===== src/rtl/add8u_pkg.sv =====
// rtl/add8u_pkg.sv - shared types and widths for the add8u error monitor
package add8u_pkg;

  localparam int OP_W  = 8;
  localparam int RES_W = 9;

  typedef enum logic [1:0] {
    IDLE  = 2'd0,
    RUN   = 2'd1,
    DRAIN = 2'd2,
    DONE  = 2'd3
  } state_t;

endpackage


===== src/rtl/add8u_err_monitor_if.sv =====
// rtl/add8u_err_monitor_if.sv - sample handshake bus into the add8u error monitor
interface add8u_err_monitor_if;
  import add8u_pkg::*;

  logic             in_valid;
  logic             in_ready;
  logic [OP_W-1:0]  in_a;
  logic [OP_W-1:0]  in_b;
  logic [RES_W-1:0] in_o;

  modport master (output in_valid, output in_a, output in_b, output in_o, input in_ready);
  modport slave  (input in_valid, input in_a, input in_b, input in_o, output in_ready);

endinterface


===== src/rtl/add8u_absdiff.sv =====
// rtl/add8u_absdiff.sv - combinational |x - y| on adder-result-width operands
module add8u_absdiff
  import add8u_pkg::*;
(
  input  logic [RES_W-1:0] i_x,
  input  logic [RES_W-1:0] i_y,
  output logic [RES_W-1:0] o_d
);

  logic [RES_W:0] w_diff;
  logic [RES_W:0] w_neg;

  // One extra bit acts as the sign; the magnitude always fits back in RES_W bits.
  assign w_diff = {1'b0, i_x} - {1'b0, i_y};
  assign w_neg  = -w_diff;
  assign o_d    = w_diff[RES_W] ? w_neg[RES_W-1:0] : w_diff[RES_W-1:0];

endmodule


===== src/rtl/add8u_err_monitor.sv =====
// rtl/add8u_err_monitor.sv - error statistics (EP/MAE/WCE) for 8-bit approximate adders; ERR_SQ_EN adds sum of err^2
module add8u_err_monitor
  import add8u_pkg::*;
#(
  parameter int CNT_W = 17,
  parameter int ACC_W = 26
`ifdef ERR_SQ_EN
  ,
  parameter int SQ_W  = 36
`endif
) (
  input  logic                clk,
  input  logic                rst,
  input  logic                start,
  input  logic [CNT_W-1:0]    n_samples,
  add8u_err_monitor_if.slave  s_in,
  output logic                stats_valid,
  output logic [CNT_W-1:0]    samp_cnt,
  output logic [CNT_W-1:0]    err_cnt,
  output logic [ACC_W-1:0]    abs_sum,
  output logic [RES_W-1:0]    wce
`ifdef ERR_SQ_EN
  ,
  output logic [SQ_W-1:0]     sq_sum
`endif
);

  state_t           r_state;
  logic [CNT_W-1:0] r_n;
  logic [CNT_W-1:0] r_acc_cnt;
  logic             r_in_ready;
  logic             r_stats_valid;

  logic             r_s1_valid;
  logic [RES_W-1:0] r_s1_exact;
  logic [RES_W-1:0] r_s1_o;
  logic             r_s2_valid;
  logic [RES_W-1:0] r_s2_d;

  logic [CNT_W-1:0] r_samp_cnt;
  logic [CNT_W-1:0] r_err_cnt;
  logic [ACC_W-1:0] r_abs_sum;
  logic [RES_W-1:0] r_wce;

  logic             w_accept;
  logic             w_clear;
  logic [CNT_W-1:0] w_acc_next;
  logic [RES_W-1:0] w_d;
  logic [CNT_W:0]   w_samp_sum;
  logic [CNT_W:0]   w_err_sum;
  logic [ACC_W:0]   w_abs_sum;

  assign w_accept   = s_in.in_valid & r_in_ready;
  assign w_clear    = start & ((r_state == IDLE) | (r_state == DONE));
  assign w_acc_next = r_acc_cnt + {{(CNT_W-1){1'b0}}, 1'b1};

  always_ff @(posedge clk or posedge rst) begin
    if (rst) begin
      r_state       <= IDLE;
      r_n           <= '0;
      r_acc_cnt     <= '0;
      r_in_ready    <= 1'b0;
      r_stats_valid <= 1'b0;
    end else begin
      case (r_state)
        IDLE, DONE: begin
          if (start) begin
            r_n       <= n_samples;
            r_acc_cnt <= '0;
            if (n_samples == '0) begin
              r_state       <= DONE;
              r_in_ready    <= 1'b0;
              r_stats_valid <= 1'b1;
            end else begin
              r_state       <= RUN;
              r_in_ready    <= 1'b1;
              r_stats_valid <= 1'b0;
            end
          end
        end
        RUN: begin
          if (w_accept) begin
            r_acc_cnt <= w_acc_next;
            if (w_acc_next == r_n) begin
              r_state    <= DRAIN;
              r_in_ready <= 1'b0;
            end
          end
        end
        DRAIN: begin
          // S2 retires on this edge, so an empty S1 means stats are final next cycle.
          if (!r_s1_valid) begin
            r_state       <= DONE;
            r_stats_valid <= 1'b1;
          end
        end
        default: r_state <= IDLE;
      endcase
    end
  end

  add8u_absdiff u_absdiff (
    .i_x (r_s1_exact),
    .i_y (r_s1_o),
    .o_d (w_d)
  );

  assign w_samp_sum = {1'b0, r_samp_cnt} + {{CNT_W{1'b0}}, 1'b1};
  assign w_err_sum  = {1'b0, r_err_cnt} + {{CNT_W{1'b0}}, (r_s2_d != '0)};
  assign w_abs_sum  = {1'b0, r_abs_sum} + {{(ACC_W+1-RES_W){1'b0}}, r_s2_d};

`ifdef ERR_SQ_EN
  logic [SQ_W-1:0]    r_sq_sum;
  logic [2*RES_W-1:0] w_sq;
  logic [SQ_W:0]      w_sq_sum;

  assign w_sq     = {{RES_W{1'b0}}, r_s2_d} * {{RES_W{1'b0}}, r_s2_d};
  assign w_sq_sum = {1'b0, r_sq_sum} + {{(SQ_W+1-2*RES_W){1'b0}}, w_sq};
  assign sq_sum   = r_sq_sum;
`endif

  always_ff @(posedge clk or posedge rst) begin
    if (rst) begin
      r_s1_valid <= 1'b0;
      r_s1_exact <= '0;
      r_s1_o     <= '0;
      r_s2_valid <= 1'b0;
      r_s2_d     <= '0;
      r_samp_cnt <= '0;
      r_err_cnt  <= '0;
      r_abs_sum  <= '0;
      r_wce      <= '0;
`ifdef ERR_SQ_EN
      r_sq_sum   <= '0;
`endif
    end else begin
      r_s1_valid <= w_accept;
      if (w_accept) begin
        r_s1_exact <= {1'b0, s_in.in_a} + {1'b0, s_in.in_b};
        r_s1_o     <= s_in.in_o;
      end
      r_s2_valid <= r_s1_valid;
      if (r_s1_valid) begin
        r_s2_d <= w_d;
      end

      if (w_clear) begin
        r_samp_cnt <= '0;
        r_err_cnt  <= '0;
        r_abs_sum  <= '0;
        r_wce      <= '0;
`ifdef ERR_SQ_EN
        r_sq_sum   <= '0;
`endif
      end else if (r_s2_valid) begin
        // Saturate at all-ones rather than wrap.
        r_samp_cnt <= w_samp_sum[CNT_W] ? '1 : w_samp_sum[CNT_W-1:0];
        r_err_cnt  <= w_err_sum[CNT_W]  ? '1 : w_err_sum[CNT_W-1:0];
        r_abs_sum  <= w_abs_sum[ACC_W]  ? '1 : w_abs_sum[ACC_W-1:0];
        if (r_s2_d > r_wce) begin
          r_wce <= r_s2_d;
        end
`ifdef ERR_SQ_EN
        r_sq_sum   <= w_sq_sum[SQ_W] ? '1 : w_sq_sum[SQ_W-1:0];
`endif
      end
    end
  end

  assign s_in.in_ready = r_in_ready;
  assign stats_valid   = r_stats_valid;
  assign samp_cnt      = r_samp_cnt;
  assign err_cnt       = r_err_cnt;
  assign abs_sum       = r_abs_sum;
  assign wce           = r_wce;

endmodule

===== src/flat_wrapper.sv =====
// flat-port wrapper written by rule: the top's interface ports become plain ports
module add8u_err_monitor_flat import add8u_pkg::*;
#(
  parameter int CNT_W = 17,
  parameter int ACC_W = 26

)
  (clk, rst, start, n_samples, stats_valid, samp_cnt, err_cnt, abs_sum, wce, s_in_in_valid, s_in_in_a, s_in_in_b, s_in_in_o, s_in_in_ready);
  add8u_err_monitor_if s_in_i ();
  input  logic clk;
  input  logic rst;
  input  logic start;
  input  logic [CNT_W-1:0] n_samples;
  output logic stats_valid;
  output logic [CNT_W-1:0] samp_cnt;
  output logic [CNT_W-1:0] err_cnt;
  output logic [ACC_W-1:0] abs_sum;
  output logic [RES_W-1:0] wce;
  input wire logic [$bits(s_in_i.in_valid)-1:0] s_in_in_valid;
  input wire logic [$bits(s_in_i.in_a)-1:0] s_in_in_a;
  input wire logic [$bits(s_in_i.in_b)-1:0] s_in_in_b;
  input wire logic [$bits(s_in_i.in_o)-1:0] s_in_in_o;
  output wire logic [$bits(s_in_i.in_ready)-1:0] s_in_in_ready;
  assign s_in_i.in_valid = s_in_in_valid;
  assign s_in_i.in_a = s_in_in_a;
  assign s_in_i.in_b = s_in_in_b;
  assign s_in_i.in_o = s_in_in_o;
  assign s_in_in_ready = s_in_i.in_ready;
  add8u_err_monitor #(.CNT_W(CNT_W), .ACC_W(ACC_W)) u_core (.clk(clk), .rst(rst), .start(start), .n_samples(n_samples), .s_in(s_in_i), .stats_valid(stats_valid), .samp_cnt(samp_cnt), .err_cnt(err_cnt), .abs_sum(abs_sum), .wce(wce));
endmodule

===== config.mk =====
export PLATFORM = sky130hd
export DESIGN_NAME = add8u_err_monitor_flat
export DESIGN_NICKNAME = d
export VERILOG_FILES = /design/src/rtl/add8u_pkg.sv /design/src/rtl/add8u_err_monitor_if.sv /design/src/rtl/add8u_absdiff.sv /design/src/rtl/add8u_err_monitor.sv /design/src/flat_wrapper.sv
export SDC_FILE = /design/constraint.sdc
export NUM_CORES = 1
export LEC_CHECK = 0
export CORE_ASPECT_RATIO = 1.25
export CORE_UTILIZATION = 30
export DETAILED_ROUTE_END_ITERATION = 16
export GPL_TIMING_DRIVEN = 0
export SYNTH_ARGS = -nofsm -noshare
export SYNTH_HDL_FRONTEND = slang
export SYNTH_SLANG_ARGS = --single-unit
export TNS_END_PERCENT = 1

===== constraint.sdc =====
create_clock -name clk -period 9 [get_ports clk]
set_input_delay 2.7 -clock clk [delete_from_list [all_inputs] [get_ports clk]]
set_output_delay 2.7 -clock clk [all_outputs]
set_load 0.01 [all_outputs]

==> summary.md, run 1 <==
| Metric | Value |
|---|---|
| Number of global-route vias before repair | `7700` |
| Critical Path End Type | `register` |
| Vias/cell | `5.332` |
| Chip width | `153.2 um` |
| Post-layout min period | `4.715 ns` |
| Detailed placer's ending HPWL | `18650 um` |
| Clock tree from TritonCTS | `yes` |
| Status | `finished clean` |
| Clk_lat worst skew | `0.43 ns` |
| Pre-antenna DRT Iters | `5` |
| Fmax | `0.2121 GHz` |
| IO Pins | `117` |
| Critical Path RT | `9.33 ns` |
| Fin Setup TNS | `0 ns` |
| Syn_nets | `1073` |
| Util after Layout | `38.99%` |
| Pwr Total | `3.355 mW` |
| Final ANT Viol Nets | `0` |
| Final Cycle Share | `52.39%` |
| Antenna violations before repair | `0` |
| Final Hold Viols | `0` |
| Placer Congestion | `0.8600` |
| Post-CTS Setup Bufs | `0` |
| Seq/Total Area, Yosys | `39.67%` |
| Worst-margin pin slew | `0.8237 ns` |
| FP Rows | `68` |
| Mapped Area | `8578 um2` |
| Clock-pin slew on the worst setup and hold paths | `0.07 ns` |
| Maximum clock path buffer count | `2` |
| Largest net degree at the start of global routing | `89` |
| Diode count | `0` |
| Largest cells by area after synthesis | `dfrtp_1 (40%), ha_1 (6.3%), nand2_1 (6.2%)` |
| Layout cells sized above 1 | `6.106%` |
| Effective utilization at floorplan | `30.83%` |
| Peak VDD IR | `145.7 uV` |
| Synth area leader | `dfrtp_1` |
| Die Height | `191.1 um` |
| Unrepaired setup endpoints after global routing | `false` |
| Total grt overflow | `0` |
| H-tree levels | `4` |
| Max-slew violations | `0` |
| Post-CTS Resized | `0` |
| Main flop type after synthesis | `dfrtp_1` |
| Core Region | `27820 um2` |
| Setup violators final | `0` |
| #FFs+latches synth | `136` |
| Root buffer cell | `clkbuf_16` |
| Post-synth top area share | `39.67%` |
| DRC | `0` |
| Distinct cells, synth | `79` |
| DR vias | `7891` |
| CP Launch Type | `input port` |
| Final non-filler cell area | `10850 um2` |
| Crit path arrival time | `5.05 ns` |
| Lkg Pwr | `4.527 nW` |
| Crit path max fanout | `10` |
| Ys Warns | `0` |
| Hold Buf Count CTS | `0` |
| Maxcap violations | `0` |
| Global-route wire length before repair | `40580 um` |
| Port Buffers | `116` |
| Max-slew headroom | `44.58%` |
| Post-synthesis area per instance | `8.744 um2` |
| P&R area growth vs syn | `26.44%` |
| Final WL | `24880 um` |
| Number of synthesized flops with an enable pin | `0` |
| Post-synth ARST share | `100.0%` |
| Clock sink count | `136` |
| WL per Instance | `16.81 um` |
| Gr usage total | `17.45%` |
| Reg2Reg Setup Slack | `5.92 ns` |
| Cts bufs inserted | `17` |
| Final nets | `1209` |
| Critical path class | `input port to register` |
| Full die area | `29280 um2` |
| Iter 0 DRT Violations | `461` |
| Worst hold path class | `register to register` |
| Power per cell area | `309.3 nW/um2` |
| Mapped Cells | `981` |
| Setup skew after layout | `0.01064 ns` |
| DP Area | `10210 um2` |
[synthesized netlist by cell type, types with 4 or more instances]
cell type / count
a211oi_1: 19
a21boi_0: 4
a21o_1: 10
a21oi_1: 60
a311oi_1: 12
a31oi_1: 33
and2_1: 10
and3_1: 20
and4_1: 14
buf_2: 7
clkbuf_1: 32
dfrtp_1: 136
ha_1: 43
inv_1: 50
mux2i_1: 10
nand2_1: 141
nand2b_1: 4
nand3_1: 31
nand3b_1: 4
nand4_1: 22
nor2_1: 57
nor2b_1: 8
nor3_1: 23
nor4_1: 8
o211ai_1: 6
o21a_1: 9
o21ai_0: 71
o31ai_1: 12
or3_1: 7
xnor2_1: 26
xor2_1: 13
[registers in the layout, summed over array words and instances, names as in the netlist, 2 cells and up]
name               flops
u_core.r_s1_o          9
u_core.r_s2_d          9
u_core.samp_cnt       17
u_core.err_cnt        17
u_core.r_acc_cnt      17
u_core.abs_sum        26
u_core.r_n            17
u_core.r_state         2
u_core.r_s1_exact      9
u_core.wce             9
[worst max-delay path: stages]
cell and delay [ns]:
clkdlybuf4s50_1 0.45, nand2_1 0.34, a211o_1 0.53, inv_1 0.24, nand2_1 0.19, clkbuf_1 0.28
o31ai_1 0.31
[kinds of logic (layout without fill, tap and decap cells)]
family	Yosys count	after routing	share of synthesized area (%)
AO/OA/AOI/OAI	278	278	21.38
adder cells (fa/ha/maj)	46	46	6.972
buffers and inverters	99	248	4.755
XOR/XNOR	39	39	3.982
flip-flops	136	136	39.67
multiplexers	13	13	1.561
AND/OR/NAND/NOR	370	370	21.67
[power breakdown]
group	total [mW]	internal, mW	switching (mW)
Sequential	0.949	0.773	0.176
Combinational	1.64	0.687	0.955
Clock	0.764	0.473	0.290
Total	3.36	1.93	1.42
[routing by layer]
layer	global-route usage, %	part of all wire [%]	vias up
li1	-	-	3869
met1	21.36	43	3798
met2	30.56	50	200
met3	3.718	5.7	24
met4	5.322	1.5	0
met5	0	0	-
[cell usage in the layout (no fill, tap or decap), types with 9 or more instances in the layout]
| cell type | count |
|---|---|
| xnor2_1 | 26 |
| ha_1 | 43 |
| xor2_1 | 13 |
| and4_1 | 14 |
| nand2_1 | 141 |
| clkbuf_1 | 32 |
| o31ai_1 | 12 |
| nand3_1 | 31 |
| and2_1 | 10 |
| nor3_1 | 23 |
| nand4_1 | 22 |
| clkdlybuf4s50_1 | 116 |
| a311oi_1 | 12 |
| inv_1 | 49 |
| a21o_1 | 10 |
| dfrtp_1 | 136 |
| and3_1 | 20 |
| a21oi_1 | 60 |
| a31oi_1 | 33 |
| mux2i_1 | 10 |
| clkbuf_16 | 17 |
| o21a_1 | 9 |
| nor2_1 | 57 |
| a211oi_1 | 19 |
| o21ai_0 | 71 |
[metrics by stage]
step,hold WS (ns),setup WS [ns],instances
after floorplan,0.3519,2.661,981
after global placement,0.4049,0.4937,1447
after detailed placement,0.4046,3.810,1448
after CTS,0.4190,4.291,1480
after global routing,0.4267,4.148,1480
final,0.4174,4.285,1480
[cell type report]
cell class | count | area (um2)
tap | 350 | 437.9
buffer | 48 | 216.5
multi-input combinational | 746 | 4767
clock inverter | 14 | 197.7
clock buffer | 18 | 439.2
timing repair buffer | 117 | 1189
inverter | 51 | 196.4
sequential | 136 | 3403
fill | 2768 | 16980
[final timing paths]
| check | start | to | cells past startpoint |
|---|---|---|---|
| worst max-delay path | s_in_in_valid | u_core.r_acc_cnt[4] | 7 |
| worst min-delay path | u_core.r_s1_valid | u_core.r_s2_valid | 0 |
| worst max register to register | u_core.r_s2_d[0] | u_core.abs_sum[2] | 9 |
| worst min register to register | u_core.r_s1_valid | u_core.r_s2_valid | 0 |
| max in group asynchronous | rst | u_core.s_in.in_ready | 3 |
| min in group asynchronous | rst | u_core.abs_sum[17] | 2 |
No activity file was read; power rests on OpenSTA's default activity.
==> inputs of run 2 (changes only) <==
==> constraint.sdc (replaced) <==
create_clock -name clk -period 4.6 [get_ports clk]
set_input_delay 1.38 -clock clk [delete_from_list [all_inputs] [get_ports clk]]
set_output_delay 1.38 -clock clk [all_outputs]
set_load 0.01 [all_outputs]
==> run 2 against run 1 <==
Worst setup slack worse by 3.1 ns; first-iteration DRC count unchanged; via count up 0.90%; flip-flop and latch count unchanged; combinational power up 98%; clock skew about the same; non-clock buffer count up 2; core utilization down 0.23 points; final area down 0.59%; critical path type unchanged; largest cell class unchanged.
==> summary.md, run 2 (synthesized netlist as in run 1, its figures left out) <==
| Metric | Value |
|---|---|
| Iter 0 DRT Violations | `461 (unchanged)` |
| Setup WS post-layout | `1.226 ns (was 4.285 ns)` |
| Hold Buf Count CTS | `0 (unchanged)` |
| Pwr Total | `6.368 mW (was 3.355 mW)` |
| Crit path arrival time | `3.71 ns (was 5.05 ns)` |
| Clock-pin slew on the worst setup and hold paths | `0.06 ns (was 0.07 ns)` |
| FP Rows | `68 (unchanged)` |
| Power per cell area | `590.6 nW/um2 (was 309.3 nW/um2)` |
| Placer Congestion | `0.8562 (was 0.8600)` |
| Gr usage total | `17.24% (was 17.45%)` |
| Root buffer cell | `clkbuf_16 (unchanged)` |
| Critical Path RT | `4.93 ns (was 9.33 ns)` |
| IO Pins | `117 (unchanged)` |
| Setup skew after layout | `0.01053 ns (was 0.01064 ns)` |
| Global-route wire length before repair | `39900 um (was 40580 um)` |
| Vias/cell | `5.372 (was 5.332)` |
| Clk_lat worst skew | `0.43 ns (about the same)` |
| Total grt overflow | `0 (unchanged)` |
| Placed cells | `1450 (was 1448)` |
| P&R area growth vs syn | `25.70% (was 26.44%)` |
| Final cell count without fillers | `1482 (was 1480)` |
| Number of global-route vias before repair | `7577 (was 7700)` |
| Clock tree from TritonCTS | `yes (unchanged)` |
| Full die area | `29280 um2 (unchanged)` |
| Lkg Pwr | `4.491 nW (was 4.527 nW)` |
| Post-layout min period | `3.374 ns` |
| Final Hold Viols | `0 (unchanged)` |
| DRC | `0 (unchanged)` |
| DR vias | `7962 (was 7891)` |
| Diode count | `0 (unchanged)` |
| Port Buffers | `116 (unchanged)` |
| Util after Layout | `38.76% (was 38.99%)` |
| Largest net degree at the start of global routing | `41 (was 89)` |
| WL per Instance | `16.83 um (was 16.81 um)` |
| Unrepaired setup endpoints after global routing | `false (unchanged)` |
| Final non-filler cell area | `10780 um2 (was 10850 um2)` |
| Detailed placer's ending HPWL | `18870 um (was 18650 um)` |
| Layout cells sized above 1 | `6.184% (was 6.106%)` |
| Final nets | `1211 (was 1209)` |
| Placement Setup Slack | `0.8115 ns (was 3.810 ns)` |
| Final WL | `24940 um (was 24880 um)` |
| Max-slew violations | `0 (unchanged)` |
| Fin Setup TNS | `0 ns (unchanged)` |
| Status | `finished clean (unchanged)` |
| Effective utilization at floorplan | `30.83% (unchanged)` |
| Core Region | `27820 um2 (unchanged)` |
| CP Launch Type | `input port (unchanged)` |
| Max reg flops | `26 (unchanged)` |
| Commonest cells after routing, fill and taps aside | `nand2_1 (141), dfrtp_1 (136), clkdlybuf4s50_1 (116), o21ai_0 (71), a21oi_1 (60) (unchanged)` |
| Fmax | `0.2964 GHz` |
| Critical path class | `input port to register (unchanged)` |
| H-tree levels | `4 (unchanged)` |
| Cts bufs inserted | `17 (unchanged)` |
| Worst-margin pin slew | `0.8434 ns (was 0.8237 ns)` |
| Final ANT Viol Nets | `0 (unchanged)` |
| Commonest non-fill, non-tap cell in the layout | `nand2_1 (unchanged)` |
| Antenna violations before repair | `1 (was 0)` |
| Maximum clock path buffer count | `2 (unchanged)` |
| Worst Hold Slack | `0.3986 ns (was 0.4174 ns)` |
| Peak VDD IR | `302.6 uV (was 145.7 uV)` |
| Post-CTS Resized | `0 (unchanged)` |
| Clock sink count | `136 (unchanged)` |
| Die Height | `191.1 um (unchanged)` |
| Crit path max fanout | `10 (unchanged)` |
| Setup violators final | `0 (unchanged)` |
| Worst hold path class | `register to register (unchanged)` |
| Max-slew headroom | `43.26% (was 44.58%)` |
| Final Cycle Share | `73.35%` |
| Critical Path End Type | `register (unchanged)` |
| Chip width | `153.2 um (unchanged)` |
| DP Area | `10240 um2 (was 10210 um2)` |
| Post-CTS Setup Bufs | `0 (unchanged)` |
| Pre-antenna DRT Iters | `5 (unchanged)` |
| Maxcap violations | `0 (unchanged)` |
==> run 2: changes by cell type in the layout (fill, tap and decap cells not counted) <==
cell | before | now
buf_12 | 0 | 3
buf_16 | 1 | 0
bufinv_16 | 4 | 0
clkbuf_1 | 32 | 33
clkinv_2 | 2 | 3
clkinvlp_4 | 4 | 6
==> run 2: path summary, 6_finish.rpt <==
kind                                             to  cells past startpoint               from  slack [ns]
max in group asynchronous             u_core.wce[7]                      4                rst        2.35
worst max-delay path            u_core.r_acc_cnt[4]                      7      s_in_in_valid        1.23
min in group asynchronous        u_core.abs_sum[19]                      2                rst        1.39
worst max register to register    u_core.abs_sum[8]                      9   u_core.r_s2_d[0]        1.46
worst min-delay path              u_core.r_s2_valid                      0  u_core.r_s1_valid        0.40
worst min register to register    u_core.r_s2_valid                      0  u_core.r_s1_valid        0.40
==> run 2: final cells by class <==
cell class | count | area, um2
fillers | 2793 | 17040
well taps | 350 | 437.9
plain buffers | 48 | 216.5
inverters | 51 | 195.2
clock inverters | 13 | 98.84
repair buffers | 119 | 1221
multi-input cells | 746 | 4767
clock buffers | 19 | 442.9
flip-flops and latches | 136 | 3403
==> run 2: where the power goes <==
part	switching (mW)	internal, mW
sequential	0.341	1.51
combinational	1.89	1.35
clock	0.565	0.708
total	2.80	3.57
==> run 2: layer usage <==
layer	global-route usage [%]	vias to the layer above	share of wire [%]
met2	30.24	212	50
met1	21.03	3856	44
met3	4.262	24	5.5
met5	0	-	0.032
met4	4.312	2	1.0
li1	-	3868	-
==> run 2: critical path, stage by stage <==
cell	delay, ns
clkdlybuf4s50_1	0.46
nand2_1	0.32
a211o_1	0.54
inv_1	0.24
nand2_1	0.18
clkbuf_1	0.29
o31ai_1	0.29
==> inputs of run 3 (changes only) <==
==> constraint.sdc (replaced) <==
create_clock -name clk -period 3.2 [get_ports clk]
set_input_delay 0.96 -clock clk [delete_from_list [all_inputs] [get_ports clk]]
set_output_delay 0.96 -clock clk [all_outputs]
set_load 0.01 [all_outputs]
==> run 3 against run 2 <==
Via count up 0.24%; sequential share of layout area about the same; clock power up 44%; hold slack worse by 0.0026 ns; largest power group unchanged.
==> summary.md, run 3 (synthesized netlist as in run 1, its figures left out) <==
| Metric | Value |
|---|---|
| Fill cells | `2795 (was 2793)` |
| IO Pins | `117 (unchanged)` |
| Clock sink count | `136 (unchanged)` |
| Max reg flops | `26 (unchanged)` |
| Commonest non-fill, non-tap cell in the layout | `nand2_1 (unchanged)` |
| Critical path startpoint | `u_core.r_s2_d[0] (was s_in_in_valid)` |
| H-tree levels | `4 (unchanged)` |
| Core Region | `27820 um2 (unchanged)` |
| Critical Path RT | `3.52 ns (was 4.93 ns)` |
| Highest metal used | `met5 (unchanged)` |
| Worst-margin pin slew | `0.8489 ns (was 0.8434 ns)` |
| Final Cycle Share | `94.57%` |
| Maxcap violations | `0 (unchanged)` |
| Setup skew after layout | `0.01090 ns (was 0.01053 ns)` |
| Iter 0 DRT Violations | `455 (was 461)` |
| Post-CTS Setup Bufs | `0 (unchanged)` |
| Clock-pin slew on the worst setup and hold paths | `0.06 ns (about the same)` |
| CP max stage delay | `0.46 ns (was 0.54 ns)` |
| Setup violators final | `0 (unchanged)` |
| Post-layout min period | `3.026 ns` |
| Worst path bufs/invs | `1 (was 3)` |
| Final ANT Viol Nets | `0 (unchanged)` |
| Clk_lat worst skew | `0.43 ns (about the same)` |
| Vias/cell | `5.385 (was 5.372)` |
| Power per cell area | `850.8 nW/um2 (was 590.6 nW/um2)` |
| Slowest CP cell | `dfrtp_1 (was a211o_1)` |
| Global-route wire length before repair | `39900 um (unchanged)` |
| Clock tree from TritonCTS | `yes (unchanged)` |
| Chip width | `153.2 um (unchanged)` |
| FP Rows | `68 (unchanged)` |
| Pwr Total | `9.182 mW (was 6.368 mW)` |
| Worst hold path class | `register to register (unchanged)` |
| CP cell instances | `ha_1 -> fa_1 -> a21o_1 -> a21oi_1 -> o21ai_1 -> a221o_1 -> nand3b_1 -> buf_2 -> a21boi_0 -> o21a_1 (was clkdlybuf4s50_1 -> nand2_1 -> a211o_1 -> inv_1 -> nand2_1 -> clkbuf_1 -> o31ai_1)` |
| Critical Path End Type | `register (unchanged)` |
| Max-slew violations | `0 (unchanged)` |
| Layout cells sized above 1 | `6.360% (was 6.184%)` |
| WL per Instance | `16.85 um (was 16.83 um)` |
| Peak VDD IR | `435.6 uV (was 302.6 uV)` |
| Total grt overflow | `0 (unchanged)` |
| Effective utilization at floorplan | `30.83% (unchanged)` |
| Crit Reg-Reg Startpoint | `u_core.r_s2_d[0] (unchanged)` |
| Register area | `3403 um2 (unchanged)` |
| Max-slew headroom | `42.89% (was 43.26%)` |
| Unrepaired setup endpoints after global routing | `true (was false)` |
| Hold path start | `u_core.r_s1_valid (unchanged)` |
| Fmax | `0.3304 GHz` |
| Lkg Pwr | `4.497 nW (was 4.491 nW)` |
| DRT met1 WL | `10930 um (was 10950 um)` |
| Gr usage total | `17.24% (unchanged)` |
| Crit path max-delay family | `compound AO/OA/AOI/OAI gates (was buffers and inverters)` |
| Port Buffers | `116 (unchanged)` |
| Met3 WL post-DR | `1390 um (was 1364 um)` |
| Final WL | `24970 um (was 24940 um)` |
| Pre-antenna DRT Iters | `5 (unchanged)` |
| P&R area growth vs syn | `25.80% (was 25.70%)` |
| Final nets | `1211 (unchanged)` |
| Detailed placer's ending HPWL | `18870 um (unchanged)` |
| Final cell count without fillers | `1482 (unchanged)` |
| Critical path class | `register to register (was input port to register)` |
| Full die area | `29280 um2 (unchanged)` |
| Diode count | `0 (unchanged)` |
| Placed cells | `1450 (unchanged)` |
| Die Height | `191.1 um (unchanged)` |
| Placer Congestion | `0.8562 (unchanged)` |
| Crit path arrival time | `3.34 ns (was 3.71 ns)` |
| DR vias | `7981 (was 7962)` |
| Cts bufs inserted | `17 (unchanged)` |
| Status | `finished clean (unchanged)` |
| Crit path max fanout | `10 (unchanged)` |
| Maximum clock path buffer count | `2 (unchanged)` |
| Root buffer cell | `clkbuf_16 (unchanged)` |
| WL met2 | `12390 um (was 12360 um)` |
| Antenna violations before repair | `1 (unchanged)` |
| Footprint of the multi-input gates | `4775 um2 (was 4767 um2)` |
| CP Launch Type | `register (was input port)` |
| Largest net degree at the start of global routing | `41 (unchanged)` |
| DRC | `0 (unchanged)` |
| Final Hold Viols | `0 (unchanged)` |
| Number of global-route vias before repair | `7577 (unchanged)` |
| Commonest cells after routing, fill and taps aside | `nand2_1 (141), dfrtp_1 (136), clkdlybuf4s50_1 (116), o21ai_0 (71), a21oi_1 (60) (unchanged)` |
## run 3: changes by cell type in the layout (fill, tap and decap cells not counted)
cell / change
clkbuf_2: +1
o41ai_2: +1
o41ai_1: -1
clkbuf_1: -1
## run 3: timing repair
action | CTS | global route
gates resized for setup | 0 | 3
setup endpoints to repair | 0 | 12
endpoints found under the hold margin | 0 | 0
hold buffers | 0 | 0
## run 3: routing by layer
metal  global-route usage (%)  vias up
met5                        0        -
met4                    4.312        2
met3                    4.262       20
met2                    30.24      215
met1                    21.03     3874
li1                         -     3870
## run 3: through the flow
step | hold WS (ns) | TNS, ns | setup WS [ns] | instance area (um2) | util (%)
finish | 0.3960 | 0 | 0.1738 | 10790 | 38.79
global route | 0.4153 | -0.004240 | -0.004240 | 10790 | 38.79
CTS | 0.4012 | 0 | 0.09412 | 10780 | 38.76
detailed placement | 0.3874 | -1.551 | -0.1685 | 10240 | 36.81
global placement | 0.3989 | -108.75 | -0.7946 | 10180 | 36.59
floorplan | 0.3519 | 0 | 0.5469 | 8582 | -
## run 3: report_power, final
| part | internal, mW | switching [mW] | total [mW] |
|---|---|---|---|
| Sequential | 2.17 | 0.492 | 2.67 |
| Clock | 1.02 | 0.812 | 1.83 |
| Combinational | 1.94 | 2.74 | 4.69 |
## run 3: final cells by class
| type | count | share of cell area, % |
|---|---|---|
| clock buffers | 19 | 4.104 |
| plain buffers | 48 | 2.017 |
| flip-flops and latches | 136 | 31.54 |
| well taps | 350 | 4.058 |
| clock inverters | 13 | 0.9159 |
| multi-input cells | 746 | 44.24 |
| inverters | 51 | 1.809 |
| repair buffers | 119 | 11.32 |
## run 3: worst paths after layout
path	to	slack (ns)	cells after the start
min in group asynchronous	u_core.abs_sum[20]	0.96	2
max reg2reg	u_core.abs_sum[9]	0.17	10
max	u_core.abs_sum[9]	0.17	10
max in group asynchronous	u_core.wce[7]	1.37	4
min	u_core.r_s2_valid	0.40	0
min reg2reg	u_core.r_s2_valid	0.40	0
